### src/rtl/spi_reg_slave.sv
`default_nettype none
// ============================================================================
// spi_reg_slave : SPI mode-0 slave register file, {RW,ADDR[6:0]} + data frames
// Revision      : 1.0
// ============================================================================
module spi_reg_slave #(
   parameter int          NUM_REGS    = 64,
   parameter logic [7:0]  RESET_VAL   = 8'h00,
   parameter int          SYNC_STAGES = 2
) (
   input  logic       I_clk,
   input  logic       I_rst_n,
   input  logic       I_sclk,
   input  logic       I_cs_n,
   input  logic       I_mosi,
   output logic       O_miso,
   output logic       O_miso_oe,
   output logic       O_wr_stb,
   output logic [6:0] O_wr_addr,
   output logic [7:0] O_wr_data,
   output logic       O_abort,
   output logic       O_addr_err,
   input  logic [6:0] I_rd_addr,
   output logic [7:0] O_rd_data
);

   localparam int         c_aw       = (NUM_REGS > 1) ? $clog2(NUM_REGS) : 1;
   localparam logic [7:0] c_num_regs = 8'(NUM_REGS);

   typedef enum logic [1:0] {
      ST_IDLE = 2'd0,
      ST_ADDR = 2'd1,
      ST_DATA = 2'd2
   } state_t;

   state_t r_state, w_state_nxt;

   logic [SYNC_STAGES-1:0] r_sclk_sync, r_cs_sync, r_mosi_sync;
   logic r_sclk_prev, r_cs_prev;
   logic w_sclk, w_cs, w_mosi;
   logic w_sclk_rise, w_sclk_fall, w_cs_rise, w_cs_fall;

   logic [2:0] r_bit_cnt;
   logic [7:0] r_shift;
   logic [7:0] r_tx;
   logic       r_rw;
   logic [6:0] r_addr;
   logic       r_in_range;
   logic [7:0] r_regs [NUM_REGS];

   logic       w_shift_en, w_cmd_done, w_data_done, w_tx_shift, w_abort, w_clr_cnt;
   logic [6:0] w_cmd_addr;
   logic       w_cmd_in_range, w_wr_commit;
   logic [7:0] w_rx_byte;

   // Chip select idles high so the synchronizer resets to the deasserted level.
   always_ff @(posedge I_clk or negedge I_rst_n) begin
      if (!I_rst_n) begin
         r_sclk_sync <= '0;
         r_cs_sync   <= '1;
         r_mosi_sync <= '0;
         r_sclk_prev <= 1'b0;
         r_cs_prev   <= 1'b1;
      end else begin
         r_sclk_sync <= {r_sclk_sync[SYNC_STAGES-2:0], I_sclk};
         r_cs_sync   <= {r_cs_sync[SYNC_STAGES-2:0], I_cs_n};
         r_mosi_sync <= {r_mosi_sync[SYNC_STAGES-2:0], I_mosi};
         r_sclk_prev <= w_sclk;
         r_cs_prev   <= w_cs;
      end
   end

   assign w_sclk      = r_sclk_sync[SYNC_STAGES-1];
   assign w_cs        = r_cs_sync[SYNC_STAGES-1];
   assign w_mosi      = r_mosi_sync[SYNC_STAGES-1];
   assign w_sclk_rise =  w_sclk & ~r_sclk_prev;
   assign w_sclk_fall = ~w_sclk &  r_sclk_prev;
   assign w_cs_rise   =  w_cs   & ~r_cs_prev;
   assign w_cs_fall   = ~w_cs   &  r_cs_prev;

   assign w_rx_byte      = {r_shift[6:0], w_mosi};
   assign w_cmd_addr     = {r_shift[5:0], w_mosi};
   assign w_cmd_in_range = ({1'b0, w_cmd_addr} < c_num_regs);
   assign w_wr_commit    = w_data_done & r_rw & r_in_range;

   always_ff @(posedge I_clk or negedge I_rst_n) begin
      if (!I_rst_n) begin
         r_state <= ST_IDLE;
      end else begin
         r_state <= w_state_nxt;
      end
   end

   always_comb begin
      w_state_nxt = r_state;
      w_shift_en  = 1'b0;
      w_cmd_done  = 1'b0;
      w_data_done = 1'b0;
      w_tx_shift  = 1'b0;
      w_abort     = 1'b0;
      w_clr_cnt   = 1'b0;
      case (r_state)
         ST_IDLE: begin
            if (w_cs_fall) begin
               w_state_nxt = ST_ADDR;
               w_clr_cnt   = 1'b1;
            end
         end
         ST_ADDR: begin
            if (w_cs_rise) begin
               w_state_nxt = ST_IDLE;
               w_abort     = (r_bit_cnt != 3'd0);
               w_clr_cnt   = 1'b1;
            end else if (w_sclk_rise) begin
               w_shift_en = 1'b1;
               if (r_bit_cnt == 3'd7) begin
                  w_cmd_done  = 1'b1;
                  w_state_nxt = ST_DATA;
               end
            end
         end
         ST_DATA: begin
            // A final data bit arriving with CS rising still completes the frame.
            if (w_sclk_rise && (r_bit_cnt == 3'd7)) begin
               w_shift_en  = 1'b1;
               w_data_done = 1'b1;
               w_state_nxt = w_cs_rise ? ST_IDLE : ST_ADDR;
               w_clr_cnt   = w_cs_rise;
            end else if (w_cs_rise) begin
               w_state_nxt = ST_IDLE;
               w_abort     = 1'b1;
               w_clr_cnt   = 1'b1;
            end else begin
               w_shift_en = w_sclk_rise;
               // The fall closing the command byte must not consume the preloaded MSB.
               w_tx_shift = w_sclk_fall && (r_bit_cnt != 3'd0);
            end
         end
         default: begin
            w_state_nxt = ST_IDLE;
         end
      endcase
   end

   always_ff @(posedge I_clk or negedge I_rst_n) begin
      if (!I_rst_n) begin
         r_bit_cnt  <= 3'd0;
         r_shift    <= 8'h00;
         r_tx       <= 8'h00;
         r_rw       <= 1'b0;
         r_addr     <= 7'd0;
         r_in_range <= 1'b0;
         O_wr_stb   <= 1'b0;
         O_wr_addr  <= 7'd0;
         O_wr_data  <= 8'h00;
         O_abort    <= 1'b0;
         O_addr_err <= 1'b0;
      end else begin
         O_wr_stb   <= 1'b0;
         O_abort    <= w_abort;
         O_addr_err <= 1'b0;

         if (w_clr_cnt) begin
            r_bit_cnt <= 3'd0;
         end else if (w_shift_en) begin
            r_bit_cnt <= 3'(r_bit_cnt + 3'd1);
         end

         if (w_shift_en) begin
            r_shift <= w_rx_byte;
         end

         if (w_cmd_done) begin
            r_rw       <= r_shift[6];
            r_addr     <= w_cmd_addr;
            r_in_range <= w_cmd_in_range;
            if (!r_shift[6]) begin
               r_tx       <= w_cmd_in_range ? r_regs[w_cmd_addr[c_aw-1:0]] : 8'h00;
               O_addr_err <= ~w_cmd_in_range;
            end
         end else if (w_tx_shift) begin
            r_tx <= {r_tx[6:0], 1'b0};
         end

         if (w_data_done && r_rw) begin
            if (r_in_range) begin
               O_wr_stb  <= 1'b1;
               O_wr_addr <= r_addr;
               O_wr_data <= w_rx_byte;
            end else begin
               O_addr_err <= 1'b1;
            end
         end
      end
   end

   always_ff @(posedge I_clk or negedge I_rst_n) begin
      if (!I_rst_n) begin
         for (int i = 0; i < NUM_REGS; i++) begin
            r_regs[i] <= RESET_VAL;
         end
      end else if (w_wr_commit) begin
         r_regs[r_addr[c_aw-1:0]] <= w_rx_byte;
      end
   end

   // Same-cycle SPI writes are seen here one cycle later (old value first).
   always_ff @(posedge I_clk or negedge I_rst_n) begin
      if (!I_rst_n) begin
         O_rd_data <= 8'h00;
      end else if ({1'b0, I_rd_addr} < c_num_regs) begin
         O_rd_data <= r_regs[I_rd_addr[c_aw-1:0]];
      end else begin
         O_rd_data <= 8'h00;
      end
   end

   assign O_miso_oe = (r_state == ST_DATA) && !r_rw;
   assign O_miso    = O_miso_oe ? r_tx[7] : 1'b0;

endmodule
`default_nettype wire

### config.mk
export PLATFORM = sky130hd
export DESIGN_NAME = spi_reg_slave
export DESIGN_NICKNAME = d
export VERILOG_FILES = /design/src/rtl/spi_reg_slave.sv
export SDC_FILE = /design/constraint.sdc
export NUM_CORES = 1
export LEC_CHECK = 0
export CORE_ASPECT_RATIO = 0.8
export CORE_MARGIN = 5
export CORE_UTILIZATION = 50
export DETAILED_ROUTE_END_ITERATION = 10
export PLACE_DENSITY = 0.64
export SLEW_MARGIN = 20
export SYNTH_ARGS = -nofsm -noshare
export SYNTH_HDL_FRONTEND = slang
export SYNTH_SLANG_ARGS = --single-unit
### constraint.sdc
create_clock -name I_clk -period 3.3 [get_ports I_clk]
set_input_delay 0.495 -clock I_clk [delete_from_list [all_inputs] [get_ports I_clk]]
set_output_delay 0.495 -clock I_clk [all_outputs]
set_load 0.02 [all_outputs]
==> flow_summary_export.csv, run 1 <==
group,metric,value,unit
outcome,status,"complete, no violations",
placement,gp_congestion,0.914,
yosys,synth_edf_count,0,
global_routing,grt_overflow,0,
yosys,avgSynthCellArea,15.2,µm²
placement,dp_hpwl,60.4,mm
clocking,clock_sinks,575,
yosys,synth_nets,2010,
hold_path,whs_endpoint,"r_cs_sync[0]",
sta,rsz0062_at_grt,"false",
sta,slew_viol_final,0,
final_layout,n_antenna_cell,0,
critical_path,required,2.80,ns
sta,final_hold_viol_count,0,
sta,min_period,2.91,ns
pwr,ir_drop,0.000465,V
placement,port_buffers,39,
critical_path,cp.arrival,2.41,ns
sta,max_slew_margin,43.3,%
sta,period_share,88.1,%
clocking,clkLatencyLatePin,0.63,ns
floorplanning,die_area,0.0654,mm²
detailed_routing,routedWlPerCell,30.6,µm
critical_path,rrSetupSlack,0.42,ns
yosys,yosys_warnings,0,
clocking,postCtsSetupBuffers,0,
detailed_routing,vias_per_cell,6.63,
clocking,cts_repair_resize_count,0,
pwr,powerDensity,518,mW/mm²
global_routing,grt_pass1_vias,19800,
critical_path,rr_worst_depth,8,
pwr,leakage,15.7,nW
final_layout,fin_util,57.2,%
sta,setup_tns,0,ns
floorplanning,pin_count,40,
clocking,clk_pin_slew,0.07,ns
yosys,ys_ff_latch,575,
final_layout,finalNetCount,2061,
clocking,cts_htree_levels,2,
critical_path,crit_path_start_kind,"flip-flop",
yosys,seq_area_frac_synth,47.7,%
global_routing,antenna_found_initial,2,
sta,worst_pin_slew,0.850,ns
critical_path,timing.rr.end,"r_regs[377]",
sta,fmaxAchievable,344,MHz
global_routing,grt_max_degree,85,
yosys,ys.flop_type,"dfrtp_1",
critical_path,critical_path_class,"flip-flop to output port",
critical_path,worstReg2RegStart,"r_bit_cnt[0]",
clocking,cts_buffer_depth,3,
hold_path,hold_start,"I_cs_n",
yosys,synthArstFlopShare,100,%
yosys,syn-cell-area,0.0302,mm²
hold_path,worstHoldPathType,"input pin to flip-flop",
sta,fin_skew,0.0278,ns
hold_path,hold_depth,1,
critical_path,crit_path_max_fanout,8,
detailed_routing,first_pass_iters,6,
detailed_routing,drc_errors,0,
floorplanning,die_h,230,µm
global_routing,grtUsageTotal,27.1,%
floorplanning,initial_core_util,50.5,%
final_layout,drive_gt1_share,51.8,%
clocking,root_buffer,"clkbuf_16",
detailed_routing,dr_total_vias,19000,
global_routing,grt_pass1_wl,134,mm
clocking,tritoncts,"built",
sta,holdWs,0.269,ns
clocking,cts_made_buffers,59,
floorplanning,num_rows,80,
floorplanning,coreArea,0.0598,mm²
job,maxCapViolCount,0,
floorplanning,die_x,285,µm
yosys,netlist_instances,1991,
detailed_routing,routed_wl,87.7,mm
critical_path,crit_path_end_kind,"output port",
final_layout,syn2layout_area_growth,13.2,%
detailed_routing,drt_iter0_drc,1924,
detailed_routing,postRouteAntennaNets,0,
yosys,synth_cell_types,62,
sta,finalSetupViolations,0,
where the power goes:
group          total (mW)  switching, mW  internal (mW)
Combinational        2.82           1.75           1.06
Clock                7.55           2.93           4.61
Sequential           7.35          0.251           7.10
Total                17.7           4.94           12.8
area by class of cell:
| class | instances | area, µm² |
|---|---|---|
| multi-input cells | 1241 | 15000 |
| flip-flops and latches | 575 | 14400 |
| fillers | 4700 | 25600 |
| well taps | 779 | 975 |
| clock buffers | 85 | 1760 |
| inverters | 9 | 33.8 |
| repair buffers | 156 | 1580 |
| clock inverters | 23 | 424 |
sequential cells by signal, summed over array words and instances (netlist names), 2 cells and up:
signal and cells:
r_regs 512, r_bit_cnt 3, r_shift 7, r_cs_sync 2, r_tx 8, O_wr_addr 7
r_sclk_sync 2, O_rd_data 8, r_addr 7, r_state 2, r_mosi_sync 2, O_wr_data 8
layout by cell type, fill, tap and decap left out, types with 4 or more instances in the layout:
cell / instances
dfrtp_1: 564
mux2_2: 513
mux4_2: 272
buf_4: 93
nand2_1: 86
mux2i_1: 80
clkbuf_16: 61
nor2_1: 35
clkdlybuf4s50_1: 35
nand2_2: 28
nor2_2: 28
buf_12: 24
a22oi_1: 22
nand3_1: 19
o21ai_0: 15
clkbuf_8: 14
mux2_1: 12
bufinv_16: 12
a21oi_1: 10
clkbuf_1: 10
a221oi_1: 9
o22ai_1: 8
clkinv_2: 8
nand2b_1: 7
ha_1: 7
nor2b_1: 6
inv_1: 6
nand3b_1: 6
o211ai_1: 6
nand4_1: 6
nor3_1: 5
a211oi_1: 5
dfrtp_2: 5
o2111ai_1: 4
per-stage QoR:
| step | cells | cell area [µm²] | setup WS (ns) | power [mW] |
|---|---|---|---|---|
| 5_1_grt | 2868 | 34200 | 0.220 | 18.3 |
| 3_5_place_dp | 2759 | 32000 | 0.406 | 10.3 |
| 2_1_floorplan | 1991 | 30200 | 0.975 | 9.07 |
| 6_report | 2868 | 34200 | 0.393 | 17.7 |
| 3_3_place_gp | 2759 | 32000 | 0.411 | 10.3 |
| 4_1_cts | 2868 | 34200 | 0.341 | 17.8 |
worst max path at each step:
stage,start,endpoint,cells after the start
6_report,r_state[0],O_miso,5
5_1_grt,r_state[0],r_regs[360],8
4_1_cts,r_state[0],O_miso,5
3_5_place_dp,I_rd_addr[0],O_rd_data[5],6
3_3_place_gp,I_rd_addr[0],O_rd_data[3],7
2_1_floorplan,r_bit_cnt[1],r_regs[159],9
cell families after synthesis:
family / Yosys count / share of synthesized area [%]
adder cells (fa/ha/maj): 7 / 0.290
multiplexers: 877 / 42.5
XOR/XNOR: 1 / 0.0290
flip-flops: 575 / 47.7
buffers and inverters: 175 / 2.63
AO/OA/AOI/OAI: 99 / 2.31
AND/OR/NAND/NOR: 257 / 4.54
synth_stat cells, types with 4 or more instances:
library cell | count | area, µm²
nand3b_1 | 6 | 45.0
a22oi_1 | 22 | 165
clkbuf_1 | 84 | 315
nand2b_1 | 7 | 43.8
buf_2 | 48 | 240
nor2b_1 | 6 | 37.5
nand4_1 | 6 | 37.5
mux2_2 | 513 | 5780
mux4_2 | 272 | 6130
nor2_1 | 35 | 131
buf_1 | 15 | 56.3
nor3_1 | 5 | 25.0
o22ai_1 | 8 | 50.1
a221oi_1 | 9 | 78.8
nand3_1 | 19 | 95.1
o21ai_0 | 15 | 75.1
a21oi_1 | 10 | 50.1
nand2_1 | 86 | 323
ha_1 | 7 | 87.6
a211oi_1 | 5 | 37.5
mux2_1 | 12 | 135
o211ai_1 | 6 | 45.0
buf_4 | 16 | 120
inv_1 | 6 | 22.5
o2111ai_1 | 4 | 35.0
nor2_2 | 28 | 175
dfrtp_1 | 572 | 14300
mux2i_1 | 80 | 801
nand2_2 | 28 | 175
critical path, stage by stage (launching register included):
cell	delay, ns
dfrtp_1	0.42
inv_1	0.10
ha_1	0.29
nor2b_1	0.23
and2_1	0.15
clkdlybuf4s50_1	0.60
layer usage:
metal,up-vias,wire length (µm),global-route usage (%)
met5,-,28,0
met4,4,2120,6.30
met3,153,7360,5.90
met2,698,39500,40.5
met1,10400,38700,41.0
li1,7777,-,-
repair_timing:
action                     in CTS  in global routing
setup endpoints to repair       0                  0
hold endpoints to repair       60                  0
hold buffers                    1                  0
No activity file was read; power rests on OpenSTA's default activity.
==> run 2, diff against run 1 <==
- REMOVE_ABC_BUFFERS: default -> 1
==> run 2 against run 1 <==
Compared with the run above:
- register-to-register slack worse by 0.09 ns
- wire length is 0.99% lower
- clock skew rose by 0.0013 ns
- hold slack improved by 0.034 ns
- core utilization is 0.17 points lower
- setup slack worse by 0.064 ns
- sequential power is essentially flat
- sequential share of layout area up 0.13 points
- critical path depth rose by 4
- die area is the same
- first-iteration DRC count shrank 4.0%
- largest cell class unchanged
==> flow_summary_export.csv, run 2 (same netlist as run 1, synthesis figures left out) <==
group,metric,value,unit
sta,rsz0062_at_grt,"false",
global_routing,grtUsageTotal,26.7,%
detailed_routing,postRouteAntennaNets,0,
detailed_routing,routed_wl,86.8,mm
critical_path,critical_path_class,"flip-flop to flip-flop",
critical_path,worstReg2RegStart,"r_state[0]",
critical_path,cp_slowest_cell,"nand4b_1",
global_routing,grt_pass1_vias,19300,
clocking,cts_htree_levels,2,
critical_path,crit_chain,"inv_1 -> ha_1 -> nand3_1 -> or2_1 -> inv_2 -> nand4b_1 -> nor2_2 -> buf_4 -> mux2_2",
sta,finalSetupViolations,0,
pwr,ir_drop,0.000402,V
sta,holdWs,0.303,ns
sta,fmaxAchievable,337,MHz
sta,worst_pin_slew,0.861,ns
global_routing,antenna_found_initial,1,
global_routing,grt_overflow,0,
critical_path,critical-path-max-stage-delay,0.49,ns
critical_path,cp.arrival,3.48,ns
pwr,fin_total_pwr,17.0,mW
clocking,clk_pin_slew,0.06,ns
clocking,cts_buffer_depth,3,
outcome,status,"complete, no violations",
final_layout,fillers,4643,
critical_path,critPathTopFamily,"simple AND/OR/NAND/NOR gates",
clocking,root_buffer,"clkbuf_16",
clocking,clock_sinks,575,
final_layout,largest_register_ffs,512,
global_routing,grt_max_degree,82,
sta,final_hold_viol_count,0,
placement,port_buffers,39,
floorplanning,num_rows,80,
detailed_routing,drc_errors,0,
critical_path,critPathBufInv,3,
clocking,clkLatencyLatePin,0.63,ns
detailed_routing,drt_iter0_drc,1848,
floorplanning,initial_core_util,50.5,%
clocking,cts_repair_resize_count,0,
clocking,cts_made_buffers,58,
floorplanning,die_x,285,µm
job,maxCapViolCount,0,
final_layout,syn2layout_area_growth,12.9,%
sta,fin_skew,0.0290,ns
floorplanning,coreArea,0.0598,mm²
critical_path,required,3.81,ns
sta,min_period,2.97,ns
final_layout,n_antenna_cell,0,
sta,period_share,90.0,%
floorplanning,pin_count,40,
global_routing,grt_pass1_wl,132,mm
critical_path,startpoint,"r_state[0]",
critical_path,crit_path_max_fanout,8,
critical_path,crit_path_end_kind,"flip-flop",
detailed_routing,dr_total_vias,19000,
critical_path,crit_path_start_kind,"flip-flop",
detailed_routing,vias_per_cell,6.60,
placement,dp_hpwl,59.7,mm
detailed_routing,first_pass_iters,5,
final_layout,finalNetCount,2068,
detailed_routing,routedWlPerCell,30.2,µm
sta,max_slew_margin,42.6,%
floorplanning,die_area,0.0654,mm²
clocking,tritoncts,"built",
final_layout,final_cell_mix,"564 x dfrtp_1, 513 x mux2_2, 272 x mux4_2",
hold_path,hold_start,"I_cs_n",
final_layout,drive_gt1_share,51.8,%
hold_path,worstHoldPathType,"input pin to flip-flop",
final_layout,final_common_cell,"dfrtp_1",
pwr,leakage,15.7,nW
final_layout,top_register,"r_regs",
sta,slew_viol_final,0,
pwr,powerDensity,499,mW/mm²
placement,gp_congestion,0.933,
floorplanning,die_h,230,µm
[run 2: changes by cell type in the layout (fill, tap and decap cells not counted), sizes merged]
cell,change
buf,+8
clkinv,+8
bufinv,-6
clkbuf,-4
clkinvlp,-1
inv,+1
[run 2: report_power, final]
part / internal, mW / switching [mW] / leakage (nW) / total [mW]
clock network: 3.96 / 2.89 / 0.970 / 6.85
registers: 7.10 / 0.236 / 7.99 / 7.34
logic: 1.05 / 1.76 / 6.70 / 2.81
[run 2: routing by layer]
metal	vias to the layer above	wire, µm	part of all wire [%]	track usage (%)
li1	7803	-	-	-
met5	-	0	0	0
met2	826	38800	45	39.7
met1	10200	38200	44	40.8
met3	127	7660	8.8	5.53
met4	0	2180	2.5	6.54
[run 2: layout make-up]
| cell class | instances | area [µm²] | share of cell area (%) |
|---|---|---|---|
| repair buffers | 164 | 1720 | 5.03 |
| inverters | 9 | 33.8 | 0.0991 |
| multi-input cells | 1241 | 15000 | 44.0 |
| flip-flops and latches | 575 | 14400 | 42.3 |
| clock inverters | 25 | 285 | 0.837 |
| clock buffers | 81 | 1660 | 4.87 |
| well taps | 779 | 975 | 2.86 |
[run 2: per-stage QoR]
stage                     worst slack, ns  utilization [%]  setup TNS [ns]  area [µm²]  cells
after floorplan                     -2.79                -         -248.66       29400   1825
after global placement              0.420             53.8               0       32100   2767
after detailed placement            0.388             53.8               0       32100   2767
after CTS                           0.386             57.0               0       34100   2874
after global routing                0.198             57.0               0       34100   2874
final                               0.329             57.0               0       34100   2874
[run 2: final timing paths]
kind	endpoint	slack, ns	cells after the start
worst min-delay path	r_cs_sync[0]	0.30	1
worst max-delay path	r_regs[100]	0.33	9
max in group asynchronous	r_regs[58]	1.86	4
min in group asynchronous	r_regs[223]	0.41	2
worst max register to register	r_regs[100]	0.33	9
worst min register to register	r_sclk_sync[1]	0.36	0
[run 2: what timing repair did]
action | in CTS | in global routing
endpoints found under the hold margin | 66 | 0
setup buffers | 0 | 0
setup endpoints to repair | 0 | 0
hold buffers | 1 | 0
